==> config.mk <==
export PLATFORM = sky130hd
export DESIGN_NAME = piece_queue_ctrl
export DESIGN_NICKNAME = d
export VERILOG_FILES = /design/src/rtl/tetris_pkg.sv /design/src/rtl/bag_randomizer.sv /design/src/rtl/piece_queue_ctrl.sv
export SDC_FILE = /design/constraint.sdc
export NUM_CORES = 1
export LEC_CHECK = 0
export CORE_UTILIZATION = 46
export CTS_BUF_LIST = sky130_fd_sc_hd__clkbuf_2
export DETAILED_ROUTE_END_ITERATION = 8
export PLACE_DENSITY = 0.65
export SYNTH_ARGS = -nofsm -noshare
export SYNTH_HDL_FRONTEND = slang
export SYNTH_SLANG_ARGS = --single-unit
export TNS_END_PERCENT = 20
==> constraint.sdc <==
create_clock -name clk -period 1.8 [get_ports clk]
set_input_delay 0.54 -clock clk [delete_from_list [all_inputs] [get_ports clk]]
set_output_delay 0.54 -clock clk [all_outputs]
set_load 0.01 [all_outputs]
==> src/rtl/tetris_pkg.sv <==
// Shared shape encoding and controller state for the piece queue.
package tetris_pkg;

  localparam int SHAPE_W    = 3;
  localparam int NUM_SHAPES = 7;

  localparam logic [SHAPE_W-1:0] SHAPE_O = 3'd0;
  localparam logic [SHAPE_W-1:0] SHAPE_I = 3'd1;
  localparam logic [SHAPE_W-1:0] SHAPE_T = 3'd2;
  localparam logic [SHAPE_W-1:0] SHAPE_L = 3'd3;
  localparam logic [SHAPE_W-1:0] SHAPE_J = 3'd4;
  localparam logic [SHAPE_W-1:0] SHAPE_S = 3'd5;
  localparam logic [SHAPE_W-1:0] SHAPE_Z = 3'd6;

  typedef enum logic {
    ST_FILL = 1'b0,
    ST_IDLE = 1'b1
  } state_t;

  // One-hot bag bit for a shape; the unused code 7 maps to no bit.
  function automatic logic [NUM_SHAPES-1:0] shape_bit(input logic [SHAPE_W-1:0] s);
    return (s <= SHAPE_Z) ? (NUM_SHAPES'(1) << s) : '0;
  endfunction

endpackage

==> src/rtl/bag_randomizer.sv <==
// 7-bag shape randomizer: free-running Galois LFSR plus a bag mask that
// refuses shapes already drawn from the current bag.
module bag_randomizer
  import tetris_pkg::*;
#(
  parameter logic [15:0] LFSR_SEED = 16'hACE1
) (
  input  logic               clk,
  input  logic               rst,
  input  logic               draw_en,
  output logic               draw_valid,
  output logic [SHAPE_W-1:0] draw_shape
);

  localparam logic [15:0]           LFSR_MASK = 16'hB400;
  localparam logic [NUM_SHAPES-1:0] FULL_BAG  = '1;

  logic [15:0]           lfsr;
  logic [NUM_SHAPES-1:0] bag_mask;
  logic [NUM_SHAPES-1:0] cand_bit;
  logic [NUM_SHAPES-1:0] mask_set;

  assign draw_shape = lfsr[SHAPE_W-1:0];
  assign cand_bit   = shape_bit(draw_shape);
  assign draw_valid = draw_en && (cand_bit != '0) && ((bag_mask & cand_bit) == '0);
  assign mask_set   = bag_mask | cand_bit;

  // LFSR steps every cycle; the bag empties in the same cycle it fills up.
  always_ff @(posedge clk) begin
    if (rst) begin
      lfsr     <= LFSR_SEED;
      bag_mask <= '0;
    end else begin
      lfsr <= {1'b0, lfsr[15:1]} ^ (lfsr[0] ? LFSR_MASK : 16'h0000);
      if (draw_valid) begin
        bag_mask <= (mask_set == FULL_BAG) ? '0 : mask_set;
      end
    end
  end

endmodule

==> src/rtl/piece_queue_ctrl.sv <==
// Preview queue of upcoming pieces, refilled from the bag randomizer and
// handed to spawn logic one piece per request.
// Optional hold slot built when TETRIS_HOLD_PIECE_EN is defined.
//
// state   | meaning
// FILL    | drawing shapes until the queue holds QUEUE_DEPTH entries
// IDLE    | queue full, waiting for a spawn (or hold) request
module piece_queue_ctrl
  import tetris_pkg::*;
#(
  parameter int          QUEUE_DEPTH = 3,
  parameter logic [15:0] LFSR_SEED   = 16'hACE1
) (
  input  logic                         clk,
  input  logic                         rst,
  input  logic                         spawn_req,
  output logic                         spawn_valid,
  output logic [SHAPE_W-1:0]           spawn_shape,
  output logic                         queue_ready,
  output logic [SHAPE_W*QUEUE_DEPTH-1:0] preview_shapes
`ifdef TETRIS_HOLD_PIECE_EN
  ,
  input  logic                         hold_req,
  input  logic [SHAPE_W-1:0]           hold_in,
  output logic                         hold_valid,
  output logic [SHAPE_W-1:0]           hold_shape
`endif
);

  localparam int CNT_W = $clog2(QUEUE_DEPTH + 1);

  state_t             state;
  logic [CNT_W-1:0]   count;
  logic [SHAPE_W-1:0] queue [QUEUE_DEPTH];
  logic               draw_en;
  logic               draw_valid;
  logic [SHAPE_W-1:0] draw_shape;
  logic               take_head;
`ifdef TETRIS_HOLD_PIECE_EN
  logic               hold_lock;
  logic               swap_hold;
`endif

  assign draw_en = (state == ST_FILL) && (count < CNT_W'(QUEUE_DEPTH));

`ifdef TETRIS_HOLD_PIECE_EN
  // An empty hold slot still consumes the queue head; a full one swaps instead.
  assign take_head = (state == ST_IDLE) &&
                     (spawn_req || (hold_req && !hold_lock && !hold_valid));
  assign swap_hold = (state == ST_IDLE) && !spawn_req &&
                     hold_req && !hold_lock && hold_valid;
`else
  assign take_head = (state == ST_IDLE) && spawn_req;
`endif

  bag_randomizer #(.LFSR_SEED(LFSR_SEED)) u_bag (
    .clk        (clk),
    .rst        (rst),
    .draw_en    (draw_en),
    .draw_valid (draw_valid),
    .draw_shape (draw_shape)
  );

  // Flatten the queue onto the preview bus, entry 0 in the low bits.
  always_comb begin
    preview_shapes = '0;
    for (int i = 0; i < QUEUE_DEPTH; i++) begin
      preview_shapes[SHAPE_W*i +: SHAPE_W] = queue[i];
    end
  end

  // Queue FSM with registered handshake outputs.
  always_ff @(posedge clk) begin
    if (rst) begin
      state       <= ST_FILL;
      count       <= '0;
      spawn_valid <= 1'b0;
      spawn_shape <= '0;
      queue_ready <= 1'b0;
      for (int i = 0; i < QUEUE_DEPTH; i++) queue[i] <= '0;
`ifdef TETRIS_HOLD_PIECE_EN
      hold_valid  <= 1'b0;
      hold_shape  <= '0;
      hold_lock   <= 1'b0;
`endif
    end else begin
      spawn_valid <= 1'b0;
      case (state)
        ST_FILL: begin
          if (draw_valid) begin
            for (int i = 0; i < QUEUE_DEPTH; i++) begin
              if (count == CNT_W'(i)) queue[i] <= draw_shape;
            end
            count <= count + CNT_W'(1);
            if (count == CNT_W'(QUEUE_DEPTH - 1)) begin
              state       <= ST_IDLE;
              queue_ready <= 1'b1;
            end
          end else if (count == CNT_W'(QUEUE_DEPTH)) begin
            state       <= ST_IDLE;
            queue_ready <= 1'b1;
          end
        end
        ST_IDLE: begin
          if (take_head) begin
            spawn_valid <= 1'b1;
            spawn_shape <= queue[0];
            for (int i = 0; i < QUEUE_DEPTH - 1; i++) queue[i] <= queue[i+1];
            queue[QUEUE_DEPTH-1] <= '0;
            count       <= count - CNT_W'(1);
            state       <= ST_FILL;
            queue_ready <= 1'b0;
`ifdef TETRIS_HOLD_PIECE_EN
            if (spawn_req) begin
              hold_lock <= 1'b0;
            end else begin
              hold_lock  <= 1'b1;
              hold_valid <= 1'b1;
              hold_shape <= hold_in;
            end
`endif
          end
`ifdef TETRIS_HOLD_PIECE_EN
          else if (swap_hold) begin
            spawn_valid <= 1'b1;
            spawn_shape <= hold_shape;
            hold_shape  <= hold_in;
            hold_lock   <= 1'b1;
          end
`endif
        end
        default: state <= ST_FILL;
      endcase
    end
  end

endmodule

* Word level (Yosys, flattened, before mapping)
Memories as Yosys holds them, arrays and structs flattened.
Index checks and enable logic that the tools add are counted.
** Storage, ports and cells
- Bits in writable memories :: 9
- Bits of input ports :: 3
- Memories kept :: 1
- Register bits after elaboration :: 31
- Output and inout port bits :: 14
** Cells by class
- Add/sub/neg operators :: 2
- Magnitude comparators :: 2
- Reductions and logical operators :: 10
- Equal/unequal tests :: 8
- Muxes and demuxes :: 42
- Shift-type cells :: 1
- Bitwise logic cells :: 10
** Memory list
- queue :: words 3, bits a word 3, read ports 3, clocked after Yosys merged registers in 0, write ports 3, RTL line piece_queue_ctrl.sv:34 : logic [SHAPE_W-1:0] queue [QUEUE_DEPTH];
** Operator list (number)
- $mux 1 :: 28
- $mux 3 :: 6
- $mux 16 :: 1
- $xor 15x16->16 :: 1
- $mux 7 :: 2
- $and 7x7->7 :: 1
- $eq 7x7->1 const B :: 1
- $logic_not 7->1 :: 1
- $or 7x7->7 :: 1
- $reduce_bool 7->1 :: 1
- $shl 1x3->7 const A :: 1
- $ne 3x2->1 const B :: 2
- $or 1x1->1 :: 6
- $eq 2x2->1 const B :: 2
- $logic_and 1x1->1 :: 4
- $mux 2 :: 2
- $pmux 1 s2 :: 2
- $pmux 2 s2 :: 1
- $reduce_and 2->1 :: 2
- $le 3x3->1 const B :: 1
- $reduce_and 3->1 :: 1
- $add 2x1->2 const B :: 1
- $eq 2x1->1 const B :: 1
- $logic_not 2->1 :: 1
- 5 further kinds :: 5

* Logic depth before layout (Yosys ltp)
- Depth after elaboration :: 11
- Gate-level depth with buffers :: 8
- Gate-level depth less buffers :: 6

* Modules after synthesis
From an unflattened synthesis, not the netlist that was laid out.
** Second synthesis, totals
- Cell total of the unflattened synthesis :: 158
- Area total of the unflattened synthesis :: 1789.2 um^2
** Modules (own cells, without submodules)
- bag_randomizer :: sequential area each 460.4 um^2, cells each 88, instances 1, area each 939.7 um^2
- piece_queue_ctrl :: sequential area each 430.4 um^2, cells each 70, instances 1, area each 849.6 um^2

* Least setup slack after synthesis
No wires, ideal clock.
- Kind :: register to register
- Start :: register count[0]
- End :: memory queue[2][0], in the netlist queue[0][6] (enable)
- Data arrival time :: 1.470 ns
- Slack :: 0.028 ns
- Stages on the path, launching flop included :: 8
- Period minus slack after synthesis :: 1.772 ns
- Cell sequence :: dfxtp_1 > ha_1 > nor2_1 > o311ai_4 > nor3_2 > buf_4 > nand2_2 > nand2_1
** RTL lines
- from (decl) :: RTL line piece_queue_ctrl.sv:33 : logic [CNT_W-1:0] count;
- from (signal assigned) :: RTL line piece_queue_ctrl.sv:94 : count <= count + CNT_W'(1);
- from (signal assigned) :: RTL line piece_queue_ctrl.sv:110 : count <= count - CNT_W'(1);
- to (decl) :: RTL line piece_queue_ctrl.sv:34

==> summary.txt <==
Status
  • Status: completed

Synthesis
  • YS warnings: 0
  • Largest family of logic cells by synthesized area: simple AND/OR/NAND/NOR gates
  • Cells after synthesis: 169
  • Synth Area in Compound Gates: 13.39%
  • Post-synth ARST share: 0%
  • Top FF cell, synth: dfxtp_1
  • Seq cells post-synth: 40
  • Mux cell area share after synthesis: 1.197%
  • Adder-Cell Fraction of Synth Area: 2.992%
  • Register area share after synthesis: 53.25%
  • Synth Area per Inst: 9.899 um2
  • Post-Synth XOR/XNOR Area: 1.571%
  • EDFF count, synth: 9
  • Synth Cell Area: 1673 um2
  • Net count after synthesis: 176
  • Post-synth cell types: 38
  • Simple-gate area share of the yosys netlist: 23.41%

GRT
  • GR Layer Usage met2: 31.46%
  • Grt ovf: 0
  • Met3 usage: 5.515%
  • First-pass GRT wire length: 5492 um
  • Vias in the first global route: 1196
  • Total track usage: 18.21%
  • GR met1 Demand/Resource: 20.84%
  • Largest net degree at the start of global routing: 23
  • Gr busiest metal: met2
  • Initial antenna violation count: 0

STA
  • Worst Clk Skew: 0.01722 ns
  • Fmax: 585.1 MHz
  • Final setup fails: 0
  • Final Max Slew Viols: 0
  • Worst relative slew slack: 77.88%
  • Crit path time final: 1.709 ns
  • Final Hold Vio Count: 0
  • Slew of the pin with the lowest slew margin: 0.3311 ns
  • Fin crit share: 94.95%

Setup path
  • R2r setup slk: 0.09 ns
  • CP Data Required Time: 2.07 ns
  • Critical Path AT: 1.98 ns
  • CP top delay family: compound AO/OA/AOI/OAI gates
  • Crit path kind: reg -> reg
  • Crit path from: u_bag.lfsr[1]
  • Slowest-stage cell, CP: dfxtp_4
  • Crit Path Max Fanout: 8
  • Worst path bufs/invs: 2
  • Crit path largest cell delay: 0.40 ns
  • Crit-path most repeated cell: buf_4
  • CP cell instances: buf_4 -> o211ai_1 -> o311ai_4 -> nor4_4 -> buf_4 -> nand2_1 -> a21oi_1
  • CP Launch Type: flop
  • R2R Path Start: u_bag.lfsr[1]
  • Worst Setup End Kind: flop

Clocking
  • CTS tree: yes
  • Hold Buf Count CTS: 0
  • Max Root-Sink Buffers: 2
  • Clock Tree Root: clkbuf_2
  • Htree depth: 2
  • Clk slew on worst S/H paths: 0.21 ns
  • CTS Buf Count: 5
  • Clock sink count: 40
  • Clock Latency Late Sink: 0.40 ns

Place
  • DPL Wire Length: 2256 um
  • PortBufs: 16
  • Area after DPL: 1974 um2
  • Gpl congestion: 0.8847

Floorplanning
  • Initial core utilization: 48.97%
  • Die area: 3882 um2
  • Core Region: 3416 um2
  • Die X: 62.31 um
  • Die height: 62.31 um
  • Row count: 21
  • I/O Pins: 17

Pwr
  • Pwr Density: 1228 nW/um2
  • Worst vdd rail ir drop: 688.3 uV
  • Leakage: 0.0008550 uW

Cells and area
  • Most common cell after layout, fill and taps aside: dfxtp_1
  • Antenna diode count: 0
  • Final Core Density: 60.22%
  • Share of layout cells above drive strength 1: 27.32%
  • Nets: 211
  • Design area: 2057 um2
  • Commonest non-fill, non-tap cells in the layout: dfxtp_1, nand2_1, buf_4
  • Number of fill cells: 301
  • Area Growth Syn to Fin: 22.96%

Detailed routing
  • Iter 0 DRT Violations: 54
  • DR vias: 1306
  • DR pass1 iterations: 4
  • Detailed Route WL: 3173 um
  • Drc violations: 0
  • ANT nets after route: 0
  • Via density: 5.203
  • Avg WL per Cell: 12.64 um

Min path
  • Hold path startpoint: u_bag.lfsr[7]
  • Worst Hold Class: reg -> reg

Run
  • Max_cap viols: 0
-- report_power, final --
| group | switching [uW] | internal (uW) |
|---|---|---|
| registers | 97.1 | 1100 |
| clock network | 294 | 89.9 |
| logic | 492 | 449 |
| total | 883 | 1640 |
-- logic make-up (layout without fill, tap and decap cells) --
family          after synthesis  count (layout)
simple gates                 74              74
flops                        40              40
compound gates               32              32
buf+inv                      14              50
fa+ha+maj                     4               4
xor+xnor                      3               3
mux                           2               2
-- routing by layer --
metal / wire, um / part of all wire (%)
met4: 51 / 1.6
met1: 1360 / 43
met2: 1590 / 50
met3: 171 / 5.4
met5: 0 / 0
-- path summary, 6_finish.rpt --
| kind | to | depth (start not counted) |
|---|---|---|
| max | queue[0][0] | 7 |
| min | u_bag.lfsr[6] | 1 |
| max reg2reg | queue[0][0] | 7 |
| min reg2reg | u_bag.lfsr[6] | 1 |
-- layout make-up --
| type | count | area (um2) | area share (%) |
|---|---|---|---|
| Tap cell | 46 | 57.56 | 2.798 |
| Timing Repair Buffer | 37 | 300.3 | 14.60 |
| Clock inverter | 3 | 18.77 | 0.9124 |
| Inverter | 5 | 18.77 | 0.9124 |
| Clock buffer | 5 | 25.02 | 1.217 |
| Multi-Input combinational cell | 115 | 734.5 | 35.71 |
| Sequential cell | 40 | 902.1 | 43.86 |
-- sequential cells by signal, summed over array words and instances (netlist names) --
signal and count:
state 1, queue_ready 1, spawn_shape 3, count 2, u_bag.bag_mask 7, u_bag.lfsr 16
spawn_valid 1, queue 9
-- stage by stage --
stage	std cells	worst slack, ns	hold slack (ns)	total power, uW	setup TNS (ns)
after floorplan	169	0.02802	0.3895	1745	0
after global placement	240	-0.01189	0.3928	2110	-0.01189
after detailed placement	240	-0.02757	0.3958	2141	-0.02757
after CTS	249	0.01218	0.4364	2469	0
after global routing	251	-0.01404	0.4530	2697	-0.01404
final	251	0.09097	0.4345	2527	0
-- synthesized netlist by cell type (3+ instances only) --
cell type   n  area, um2
inv_1       4      15.01
a31oi_1     5      31.28
dfxtp_1    31      620.6
nand2_1    22      82.58
xnor2_1     3      26.28
and3_1      3      18.77
edfxtp_1    9      270.3
ha_1        4      50.05
nor2_1     17      63.81
nor2b_1     9      56.30
o21ai_0     4      20.02
a21oi_1    15      75.07
clkbuf_1    3      11.26
or2_2       6      37.54
-- what timing repair did --
item / 4_1_cts / 5_1_grt
pin swaps: 0 / 3
endpoints found under the setup margin: 14 / 28
setup buffers: 1 / 2
resized for setup: 18 / 10
Power figures use the tool's default switching activity.
